<file path="src/rtl/beta_backward_razor.sv">
// Max-log MAP backward (beta) recursion: a LIFO holds the window of branch metrics and is replayed in reverse.
// Latency: first beta 1 cycle after window close, then 1/cycle (BETA_RAZOR_EN: 2 cycles, then 1 per 2 cycles).
// Backpressure: in_ready only while filling; out_ready low holds beta_out and stalls the recursion.
module beta_backward_razor #(
    parameter int N        = 5,
    parameter int M        = 6,
    parameter int RazorBit = 1,
    parameter int DEPTH    = 16
) (
    input  logic                  Clock,
    input  logic                  nReset,
    input  logic                  in_valid,
    output logic                  in_ready,
    input  logic                  in_last,
    input  logic [N-1:0]          ba2,
    input  logic [M:0]            ba1ba3,
    input  logic [M:0]            ba1ba2ba3,
    output logic                  out_valid,
    input  logic                  out_ready,
    output logic                  out_last,
    output logic [7:1][M-1:0]     beta_out,
    output logic                  Error_current_Beta,
    input  logic                  err_inject
);
    localparam int IW = $clog2(DEPTH);
    localparam int PW = IW + 1;

    typedef enum logic [1:0] {FILL, RUN, CHECK, DONE} state_t;

    state_t              state;
    logic [PW-1:0]       ptr;
    logic [7:1][M-1:0]   beta_src;
    logic [7:1][M-1:0]   d;
    logic [7:1][M-1:0]   commit_val;
    logic                can_commit;
    logic                commit_go;

    logic [N-1:0]        st_g2   [DEPTH];
    logic [M:0]          st_g13  [DEPTH];
    logic [M:0]          st_g123 [DEPTH];
    logic [IW-1:0]       rd_idx;

    assign in_ready   = (state == FILL);
    assign rd_idx     = IW'(ptr - PW'(1));
    assign can_commit = !out_valid || out_ready;

    always_ff @(posedge Clock) begin
        if (state == FILL && in_valid) begin
            st_g2[IW'(ptr)]   <= ba2;
            st_g13[IW'(ptr)]  <= ba1ba3;
            st_g123[IW'(ptr)] <= ba1ba2ba3;
        end
    end

    function automatic logic signed [M+1:0] smax(input logic signed [M+1:0] a, input logic signed [M+1:0] c);
        return (a > c) ? a : c;
    endfunction

    logic signed [M+1:0] b [8];
    logic signed [M+1:0] n [8];
    logic signed [M+1:0] g2x, g13x, g123x;
    logic signed [M+2:0] dd [1:7];

    always_comb begin
        d     = '0;
        b[0]  = '0;
        g2x   = {{(M+2-N){st_g2[rd_idx][N-1]}}, st_g2[rd_idx]};
        g13x  = {st_g13[rd_idx][M], st_g13[rd_idx]};
        g123x = {st_g123[rd_idx][M], st_g123[rd_idx]};
        for (int s = 1; s < 8; s++) begin
            b[s] = {{2{beta_src[s][M-1]}}, beta_src[s]};
        end
        n[0] = smax(b[0],         b[4] + g123x);
        n[1] = smax(b[0] + g123x, b[4]);
        n[2] = smax(b[1] + g13x,  b[5] + g2x);
        n[3] = smax(b[1] + g2x,   b[5] + g13x);
        n[4] = smax(b[2] + g2x,   b[6] + g13x);
        n[5] = smax(b[2] + g13x,  b[6] + g2x);
        n[6] = smax(b[3] + g123x, b[7]);
        n[7] = smax(b[3],         b[7] + g123x);
        // Normalize against state 0, then clamp into the M-bit signed range.
        for (int s = 1; s < 8; s++) begin
            dd[s] = {n[s][M+1], n[s]} - {n[0][M+1], n[0]};
            if (dd[s][M+2] == 1'b0 && dd[s][M+1:M-1] != 3'b000)
                d[s] = {1'b0, {(M-1){1'b1}}};
            else if (dd[s][M+2] == 1'b1 && dd[s][M+1:M-1] != 3'b111)
                d[s] = {1'b1, {(M-1){1'b0}}};
            else
                d[s] = dd[s][M-1:0];
        end
    end

`ifdef BETA_RAZOR_EN
    localparam int     RB        = M - RazorBit;
    localparam state_t COMMIT_ST = CHECK;

    logic [7:1][M-1:0] beta_dff;
    logic [7:1]        shadow;
    logic [7:1]        d_bit;
    logic [7:1]        dff_bit;
    logic              err;

    always_comb begin
        for (int s = 1; s < 8; s++) begin
            d_bit[s]   = d[s][RB];
            dff_bit[s] = beta_dff[s][RB];
        end
    end

    // Shadow copy of the monitored bit, captured late in the CHECK cycle while Clock is high.
    always_latch begin
        if (!nReset)
            shadow <= '0;
        else if (Clock)
            shadow <= d_bit;
    end

    assign err = (state == CHECK) && ((|(shadow ^ dff_bit)) || err_inject);

    always_comb begin
        for (int s = 1; s < 8; s++) begin
            commit_val[s] = beta_dff[s] ^ ({{(M-1){1'b0}}, err} << RB);
        end
    end

    assign Error_current_Beta = err;
`else
    localparam state_t COMMIT_ST = RUN;
    logic unused_err_inject;

    assign unused_err_inject  = err_inject;
    assign commit_val         = d;
    assign Error_current_Beta = 1'b0;
`endif

    assign commit_go = can_commit && (state == COMMIT_ST);

    always_ff @(posedge Clock) begin
        if (!nReset) begin
            state     <= FILL;
            ptr       <= '0;
            beta_src  <= '0;
            beta_out  <= '0;
            out_valid <= 1'b0;
            out_last  <= 1'b0;
`ifdef BETA_RAZOR_EN
            beta_dff  <= '0;
`endif
        end else begin
            if (out_valid && out_ready)
                out_valid <= 1'b0;
            case (state)
                FILL: begin
                    if (in_valid) begin
                        ptr <= ptr + PW'(1);
                        if (in_last || ptr == PW'(DEPTH - 1))
                            state <= RUN;
                    end
                end
                RUN: begin
`ifdef BETA_RAZOR_EN
                    beta_dff <= d;
                    state    <= CHECK;
`endif
                end
                CHECK: ;
                DONE: begin
                    if (out_valid && out_ready) begin
                        out_last <= 1'b0;
                        beta_src <= '0;
                        state    <= FILL;
                    end
                end
                default: state <= FILL;
            endcase
            if (commit_go) begin
                beta_src  <= commit_val;
                beta_out  <= commit_val;
                out_valid <= 1'b1;
                ptr       <= ptr - PW'(1);
                out_last  <= (ptr == PW'(1));
                state     <= (ptr == PW'(1)) ? DONE : RUN;
            end
        end
    end
endmodule

</file>
<file path="config.mk">
export PLATFORM = sky130hd
export DESIGN_NAME = beta_backward_razor
export DESIGN_NICKNAME = d
export VERILOG_FILES = /design/src/rtl/beta_backward_razor.sv
export SDC_FILE = /design/constraint.sdc
export NUM_CORES = 1
export LEC_CHECK = 0
export ABC_AREA = 1
export BUFFER_PORTS_ARGS = -buffer_cell sky130_fd_sc_hd__clkbuf_2
export CORE_ASPECT_RATIO = 1.1
export CORE_UTILIZATION = 55
export CTS_CLUSTER_SIZE = 20
export DETAILED_ROUTE_END_ITERATION = 8
export GPL_ROUTABILITY_DRIVEN = 0
export GPL_TIMING_DRIVEN = 0
export PLACE_DENSITY = 0.73
export SLEW_MARGIN = 20
export SYNTH_ARGS = -nofsm -noshare
export SYNTH_HDL_FRONTEND = slang
export SYNTH_SLANG_ARGS = --single-unit
</file>
<file path="constraint.sdc">
create_clock -name Clock -period 7.9 [get_ports Clock]
set_input_delay 0 -clock Clock [delete_from_list [all_inputs] [get_ports Clock]]
set_output_delay 0 -clock Clock [all_outputs]
set_load 0.05 [all_outputs]
</file>
==> results of run 1 <==
-- registers in the layout, summed over array words and instances, names as in the netlist --
signal	count
st_g123	112
st_g13	112
st_g2	80
b	42
beta_out	42
ptr	5
state	2
out_last	1
out_valid	1
-- cells by family after synthesis --
logic type / count (synthesis) / synth area share (%)
simple gates: 1116 / 19.9
compound gates: 466 / 11.6
flops: 397 / 47.2
buf+inv: 381 / 6.80
fa+ha+maj: 214 / 12.1
xor+xnor: 64 / 2.44
other cells: 2 / 0.0322
-- per-stage QoR --
stage / area [µm²] / setup TNS (ps) / instances / util, % / setup WS (ps)
floorplan: 23300 / 0 / 2646 / - / 1590
global placement: 24400 / 0 / 3274 / 58.7 / 118
detailed placement: 24600 / -80.8 / 3277 / 59.2 / -19.4
CTS: 26200 / 0 / 3370 / 63.1 / 0.251
global route: 26300 / 0 / 3370 / 63.3 / 76.2
finish: 26300 / 0 / 3370 / 63.3 / 563
-- synth_stat cells (2+ instances only) --
master,number
a221o_1,6
inv_2,10
buf_12,2
a32o_1,6
dfxtp_1,93
o311ai_1,2
a221oi_1,19
nand2_1,807
o211ai_1,7
a21o_1,2
edfxtp_1,304
nor2_1,60
o21bai_1,9
o21ai_2,13
ha_1,196
conb_1,2
a22oi_1,45
nand2_2,18
buf_6,3
buf_4,9
fa_1,18
nand3_2,5
buf_2,50
o311ai_0,2
nand3_1,151
xor2_1,40
or2_2,5
nand2_4,2
a21oi_1,311
nor3_1,23
xnor2_1,23
o21ai_0,25
nor4_1,3
o21ai_1,13
clkbuf_1,27
inv_1,276
nand3b_1,2
nand4_1,27
buf_1,3
or2_1,11
-- area by class of cell --
type	instances	area, µm²
timing repair buffer	93	636
tap	560	701
antenna	1	2.50
multi-input combinational	1868	10900
fill	3397	15200
inverter	287	1080
clock inverter	22	285
clock buffer	49	1100
sequential	397	11000
buffer	93	526
-- worst max-delay path, delay by kind of cell, from the launching register on --
family	cells	cell delay (ps)
simple gates	19	2140
compound gates	5	850
xor+xnor	1	150
buf+inv	13	1750
flops	1	360
fa+ha+maj	6	1890
-- metal layers --
metal | share of wire, % | wire length, µm
met2 | 47 | 32000
met4 | 5.3 | 3540
met5 | 0 | 0
met1 | 39 | 26300
met3 | 8.3 | 5560
-- what timing repair did --
item / 4_1_cts / 5_1_grt
endpoints found under the setup margin: 14 / 62
resized for setup: 4 / 34
pin swaps: 0 / 1
endpoints found under the hold margin: 310 / 0
hold buffers: 22 / 0
-- worst max path at each step --
stage                         from                        end  slack, ps  cells after the start
2_1_floorplan  ptr[0]$_SDFFE_PN0P_         b[16]$_SDFFE_PN0P_       1590                     42
3_3_place_gp   ptr[0]$_SDFFE_PN0P_  beta_out[25]$_SDFFE_PN0P_        120                     42
3_5_place_dp   ptr[0]$_SDFFE_PN0P_  beta_out[25]$_SDFFE_PN0P_        -20                     42
4_1_cts        ptr[0]$_SDFFE_PN0P_  beta_out[28]$_SDFFE_PN0P_        0.3                     41
5_1_grt        ptr[0]$_SDFFE_PN0P_  beta_out[10]$_SDFFE_PN0P_         80                     43
6_report       ptr[0]$_SDFFE_PN0P_  beta_out[10]$_SDFFE_PN0P_        560                     44
-- cells in the final DEF, fill, tap and decap left out, drive strengths merged, types with 27 or more instances in the layout --
| cell type | Yosys | routed |
|---|---|---|
| ha | 196 | 196 |
| edfxtp | 304 | 304 |
| a21oi | 311 | 311 |
| o21ai | 51 | 51 |
| xor2 | 40 | 40 |
| nor2 | 61 | 61 |
| nand4 | 27 | 27 |
| buf | 67 | 65 |
| nand3 | 156 | 156 |
| clkbuf | 27 | 148 |
| nand2 | 827 | 827 |
| inv | 287 | 289 |
| a22oi | 45 | 45 |
| dfxtp | 93 | 93 |
==> results by group, run 1 <==
Setup path
  • Crit Path Category: reg2reg
  • Max stage delay on crit path: 460 ps
  • Worst endpoint required time: ~8300 ps
  • Reg2reg setup slack: between 500 and 600 ps
  • FF-to-FF End: beta_out[10]$_SDFFE_PN0P_
  • Crit path capture type: flip-flop
  • Crit path top cell by count: nand2_1
  • Worst-case reg-to-reg path depth: 44
  • R2R Path Start: ptr[0]$_SDFFE_PN0P_
  • Crit-path slowest cell: fa_1
  • Worst-path maximum fanout: 20
  • Crit start category: flip-flop
  • Crit path DAT: 7750 ps

Synthesis
  • Synth top area share: 39.2%
  • Post-synth top flop: edfxtp_1
  • Async S/R FF share, synth: 0%
  • Yosys top cell by area: edfxtp_1
  • Synth Instances: 2640
  • Unique cell type count in the Yosys netlist: 50
  • Warnings, synthesis: 0
  • Syn Area/Cell: ~8.8 µm²
  • EDFF count, synth: 304
  • Number of synthesized register bits: between 300 and 400
  • Synth Cell Area: 0.0233 mm²
  • Sequential element share of the synthesized area: 47.2%
  • Top post-synthesis cells by area: edfxtp_1, nand2_1, ha_1

Clock network
  • Htree depth: 2
  • Sink Count: 397
  • Clock Path Buffers: 3
  • Num CTS Buffers: 41
  • CTS clk-pin slew, worst paths: 60 ps
  • CTS root buffer: clkbuf_16
  • Setup repair bufs after CTS: 0
  • CTS tree: built
  • Later-pin clock latency in the skew report: between 500 and 600 ps

Global routing
  • Met2 GRT Util: 54.1%
  • Vias in the first global route: 18900
  • Grt peak-use layer: met2
  • Pin count of the biggest net entering global routing: 20
  • Grt met1 use: about two fifths
  • Initial antenna violation count: 1
  • GRT Total Usage: 31.4%
  • First-pass GRT wire length: 102000 µm
  • Total gr overflow: 0
  • Met3 global-route usage: 4.86%

Die
  • CORE AREA: 0.0415 mm²
  • Core Rows: 78
  • Io pins: 71
  • Die ar.: 0.0432 mm²
  • Effective utilization at floorplan: roughly 56%
  • Die H: 218 µm
  • Die Span X: 198 µm

Place
  • Port buffer count: 68
  • DP HPWL: 47800 µm

Detailed routing
  • Number of remaining DRC errors: 0
  • WL/cell: 20.0 µm
  • Vias per Instance: 5.79
  • Antenna viol nets, final: 0
  • Starting DRT DRC Count: around 1700
  • Pre-Repair DR Iteration Count: 5
  • Total number of vias: 19500
  • Final WL: 67400 µm

STA
  • Minimum clock period: 7340 ps
  • Period utilization: between 90% and 100%
  • Max Slew Vio Count: 0
  • Final setup fails: 0
  • Hold_ws: 85.5 ps
  • Fmax: 136 MHz
  • Worst Tran Pin Value: 1210 ps
  • Slew headroom: about a fifth
  • RSZ-0062 raised after global routing: false
  • Clock Skew: 27.0 ps
  • Final hold vios: 0

Status
  • Outcome: finished, final reports clean

Cells and area
  • Net count, final: 3020
  • Area delta synth->final: 12.7%
  • Layout cells sized above 1: 10.3%

Job
  • Max cap viols: 0

Hold path
  • Hold worst-path end: ptr[1]$_SDFFE_PN0P_
  • Hold Crit Depth: 5
  • Worst min path class: in2reg
  • Worst Min Path Start: in_valid
Power of run 1 is left out: the tool's default activity adds up to more than one toggle a clock period on the data nets, which glitch-free logic cannot reach.
==> run 2: changes to the inputs <==
Clock period 7.9 ns to 7.83 ns, I/O delays scaled along.
==> run 2 against run 1 <==
  * Via count up 0.29%
  * Clock-buffer cell count unchanged
  * Sequential share of layout area about the same
  * Clock skew down 1.2 ps
  * Flip-flop and latch count unchanged
==> results by group, run 2 (synthesis gave the netlist of run 1 again) <==
Status
  • Outcome: finished, final reports clean

STA
  • Slew headroom: between 20% and 30%
  • Period utilization: 94.2%
  • Setup TNS: 0 ps
  • RSZ-0062 raised after global routing: false
  • Fmax: 136 MHz
  • Final setup fails: 0
  • Minimum clock period: ~7400 ps
  • Clock Skew: 25.9 ps
  • Final hold vios: 0
  • Worst Tran Pin Value: roughly 1200 ps
  • Max Slew Vio Count: 0

Clock network
  • CTS root buffer: clkbuf_16
  • Setup repair bufs after CTS: 0
  • Later-pin clock latency in the skew report: between 500 and 600 ps
  • CTS tree: built
  • CTS clk-pin slew, worst paths: 60 ps
  • Num CTS Buffers: 41
  • Clock Path Buffers: 3
  • Htree depth: 2
  • Sink Count: 397

Setup path
  • Worst-case reg-to-reg path depth: 41
  • CP Buf/Inv Count: 12
  • Crit path top cell by count: nand2_1
  • Crit path DAT: 7790 ps
  • FF-to-FF End: beta_out[28]$_SDFFE_PN0P_
  • Crit start category: flip-flop
  • Worst Setup SP: ptr[0]$_SDFFE_PN0P_
  • Crit Path Category: reg2reg
  • R2R Path Start: ptr[0]$_SDFFE_PN0P_
  • Top cell family by delay on the critical path: adder cells
  • CP Capture Point: beta_out[28]$_SDFFE_PN0P_
  • Worst endpoint required time: 8250 ps
  • Crit path depth: a little over 40
  • Crit path capture type: flip-flop
  • Worst-path maximum fanout: 20
  • Crit-path slowest cell: fa_1
  • Reg2reg setup slack: 460 ps
  • Max stage delay on crit path: 450 ps

Global routing
  • Vias in the first global route: 18900
  • First-pass GRT wire length: 102000 µm
  • Initial antenna violation count: 1
  • GRT Total Usage: 31.4%
  • Total gr overflow: 0
  • Pin count of the biggest net entering global routing: 20

Cells and area
  • Area delta synth->final: 12.7%
  • Layout cells sized above 1: 10.3%
  • Top flop regs: st_g123 (112), st_g13 (112), st_g2 (80)
  • Most frequent cells in the layout: nand2_1, a21oi_1, edfxtp_1, inv_1, ha_1
  • Net count, final: 3020
  • Most common cell after layout, fill and taps aside: nand2_1
  • Multi-input logic area: 0.0109 mm²
  • Register area: 0.0110 mm²
  • # fillers: 3398

Detailed routing
  • Pre-Repair DR Iteration Count: 5
  • Total number of vias: 19600
  • Starting DRT DRC Count: 1838
  • Antenna viol nets, final: 0
  • Final WL: 67500 µm
  • WL/cell: 20.0 µm
  • Number of remaining DRC errors: 0
  • Vias per Instance: between 5 and 6

Place
  • Port buffer count: 68
  • DP HPWL: between 40000 and 50000 µm

Job
  • Max cap viols: 0

Die
  • Die Span X: 198 µm
  • Io pins: between 70 and 80
  • Effective utilization at floorplan: between 50% and 60%
  • Die ar.: 0.0432 mm²
  • Core Rows: 78
  • Die H: 218 µm
  • CORE AREA: between 0.04 and 0.05 mm²

Hold path
  • Worst Min Path Start: in_valid
  • Worst min path class: in2reg
==> run 2: cell types whose count changed in the layout (fill, tap and decap cells not counted) <==
cell | previous run | this run
nand2_1 | 800 | 801
nand2_2 | 25 | 24
==> run 2: worst min-delay path by stage <==
stage / endpoint / cells after the start
final: ptr[1]$_SDFFE_PN0P_ / 5
after global routing: ptr[4]$_SDFFE_PN0P_ / 5
after CTS: ptr[1]$_SDFFE_PN0P_ / 5
after detailed placement: ptr[3]$_SDFFE_PN0P_ / 3
after global placement: ptr[3]$_SDFFE_PN0P_ / 3
after floorplan: ptr[2]$_SDFFE_PN0P_ / 2
==> run 2: worst register-to-register path, delay by kind of cell, from the launching register on <==
family,cells,cell delay [ps]
and+or+nand+nor,12,1610
xor gates and xnor gates,1,240
buffers and inverters,12,1730
DFF,1,340
adders and majority gates,6,1800
AOI/OAI and AO/OA,10,1530
==> run 2: layout make-up <==
| cell class | count | area share [%] |
|---|---|---|
| clock inverters | 22 | 1.09 |
| multi-input cells | 1868 | 41.6 |
| diodes | 1 | 0.00953 |
| clock buffers | 49 | 4.18 |
| plain buffers | 93 | 2.00 |
| inverters | 287 | 4.11 |
| well taps | 560 | 2.67 |
| repair buffers | 93 | 2.42 |
| flip-flops and latches | 397 | 41.9 |
==> run 2: layer usage <==
metal  part of all wire, %  track usage (%)
met3                   8.4             4.89
met5                     0                0
met2                    48             54.1
met4                   5.2             16.0
met1                    39             38.0
==> run 2: through the flow <==
step	std cells	instance area [µm²]	setup WS, ps	util, %	hold slack (ps)
finish	3370	26200	457	63.3	97.2
global route	3370	26200	6.88	63.3	131
CTS	3370	26200	41.9	63.1	64.4
detailed placement	3277	24600	-89.4	59.2	370
global placement	3274	24400	48.4	58.7	349
floorplan	2646	23300	1520	-	97.6
==> run 2: timing repair <==
| item | in CTS | in global routing |
|---|---|---|
| hold buffers | 22 | 0 |
| resized for setup | 7 | 28 |
| pin swaps | 0 | 1 |
| endpoints found under the hold margin | 310 | 0 |
| endpoints found under the setup margin | 20 | 66 |
Power of run 2 is left out for the same reason.
==> run 3: changes to the inputs <==
Settings changed: BUFFER_PORTS_ARGS -buffer_cell sky130_fd_sc_hd__clkbuf_2 to not set, DONT_BUFFER_PORTS set to 1, PLACE_DENSITY 0.73 to 0.71.
==> run 3 against run 2 <==
  * Register-to-register slack better by 190 ps
  * Die area unchanged
  * Final area down 1.5%
  * Critical path type unchanged
  * Critical endpoint is now beta_out[24]$_SDFFE_PN0P_
==> results by group, run 3 (synthesis gave the netlist of run 1 again) <==
Cells and area
  • Ant diodes: 0
  • Top flop regs: st_g123 (112), st_g13 (112), st_g2 (80)
  • Area delta synth->final: 11.0%
  • Final Util: 62.4%
  • Most frequent cells in the layout: nand2_1, a21oi_1, edfxtp_1, inv_1, ha_1
  • Most common cell after layout, fill and taps aside: nand2_1
  • Layout cells sized above 1: slightly above 8%
  • # fillers: 3482
  • Finished Layout Cells: between 3000 and 4000
  • Net count, final: roughly 3000
  • Design Area, Final: roughly 0.026 mm²

STA
  • Max Slew Vio Count: 0
  • Slew headroom: between 20 and 30%
  • RSZ-0062 raised after global routing: false
  • Worst Tran Pin Value: 1090 ps
  • Minimum clock period: 7180 ps
  • Final setup fails: 0
  • Fmax: between 100 and 150 MHz
  • Setup ws final: 648 ps
  • Final hold vios: 0
  • Clock Skew: 23.5 ps
  • Period utilization: 91.7%

Detailed routing
  • Pre-Repair DR Iteration Count: 5
  • WL/cell: 20.0 µm
  • Vias per Instance: 5.76
  • Antenna viol nets, final: 0
  • Final WL: 66000 µm
  • Starting DRT DRC Count: 1561
  • Number of remaining DRC errors: 0
  • Total number of vias: 19000

Hold path
  • Hold Crit Depth: 2
  • Worst min path class: in2reg

Place
  • Number of placed cells counting well taps: 3209
  • Port buffer count: 0
  • Post-placement cell area: 0.0242 mm²
  • DP HPWL: 47900 µm
  • DP Worst Slack: -118 ps

Global routing
  • Total gr overflow: 0
  • Initial antenna violation count: 0
  • Pin count of the biggest net entering global routing: 20
  • First-pass GRT wire length: 100000 µm
  • Vias in the first global route: 18400
  • GRT Total Usage: 30.9%

Setup path
  • Crit path top cell by count: nand2_1
  • Worst-case reg-to-reg path depth: 43
  • Max stage delay on crit path: 450 ps
  • Crit start category: flip-flop
  • Crit Path Category: reg2reg
  • Crit path DAT: between 7000 and 8000 ps
  • Crit-path slowest cell: fa_1
  • Crit path capture type: flip-flop
  • Worst-path maximum fanout: 20
  • Worst endpoint required time: 8270 ps
  • Reg2reg setup slack: 650 ps

Die
  • Io pins: 71
  • CORE AREA: 0.0415 mm²
  • Die Span X: 198 µm
  • Die ar.: 0.0432 mm²
  • Die H: 218 µm
  • Effective utilization at floorplan: 56.2%
  • Core Rows: 78

Clock network
  • Later-pin clock latency in the skew report: 590 ps
  • Clock Path Buffers: 3
  • Num CTS Buffers: 40
  • CTS tree: built
  • Sink Count: 397
  • CTS clk-pin slew, worst paths: around 60 ps
  • CTS root buffer: clkbuf_16
  • Htree depth: 2

Status
  • Outcome: finished, final reports clean

Job
  • Max cap viols: 0
run 3: cell count changes in the layout (fill, tap and decap cells not counted), moves of 3 or more:
| cell | previous run | this run |
|---|---|---|
| bufinv_16 | 6 | 2 |
| clkbuf_2 | 72 | 6 |
| clkinv_1 | 6 | 9 |
| clkinv_2 | 6 | 3 |
| clkinvlp_4 | 1 | 4 |
run 3: cell type report:
| type | count | area, µm² | area share [%] |
|---|---|---|---|
| buffer | 93 | 541 | 2.09 |
| clock buffer | 48 | 1030 | 4.00 |
| clock inverter | 20 | 188 | 0.726 |
| inverter | 287 | 1080 | 4.19 |
| multi-input combinational | 1868 | 11000 | 42.4 |
| sequential | 397 | 11000 | 42.5 |
| tap | 560 | 701 | 2.71 |
| timing repair buffer | 29 | 350 | 1.35 |
run 3: repair_timing:
| action | 4_1_cts | 5_1_grt |
|---|---|---|
| endpoints found under the hold margin | 379 | 0 |
| gates resized for setup | 3 | 51 |
| pin swaps | 0 | 3 |
| setup endpoints to repair | 10 | 52 |
| hold buffers | 24 | 0 |
| buffers inserted | 0 | 2 |
| cloned | 0 | 0 |
run 3: final timing paths:
check,start,end
worst max-delay path,ptr[0]$_SDFFE_PN0P_,beta_out[24]$_SDFFE_PN0P_
worst min-delay path,nReset,out_valid$_SDFFE_PN0N_
worst max register to register,ptr[0]$_SDFFE_PN0P_,beta_out[24]$_SDFFE_PN0P_
worst min register to register,ptr[1]$_SDFFE_PN0P_,ptr[1]$_SDFFE_PN0P_
run 3: stage by stage:
step / setup TNS (ps) / hold WS (ps)
after floorplan: 0 / 97.6
after global placement: 0 / 99.5
after detailed placement: -1030 / 99.6
after CTS: 0 / 271
after global routing: 0 / 308
final: 0 / 298
run 3: critical path: cells and delay by family, from the launching register on:
family                     cells  cell delay [ps]
adders and majority gates      6             1820
DFF                            1              340
AOI/OAI and AO/OA              9             1240
buffers and inverters         12             1640
xor gates and xnor gates       1              240
and+or+nand+nor               15             1730
run 3: routing by layer:
metal  vias to the layer above  share of wire [%]  GRT usage [%]
met3                       192                7.1           4.79
met2                       757                 48           52.0
met5                         -                  0              0
met1                      8953                 39           37.2
met4                         0                6.1           18.6
li1                       9103                  -              -
Power of run 3 is left out for the same reason.
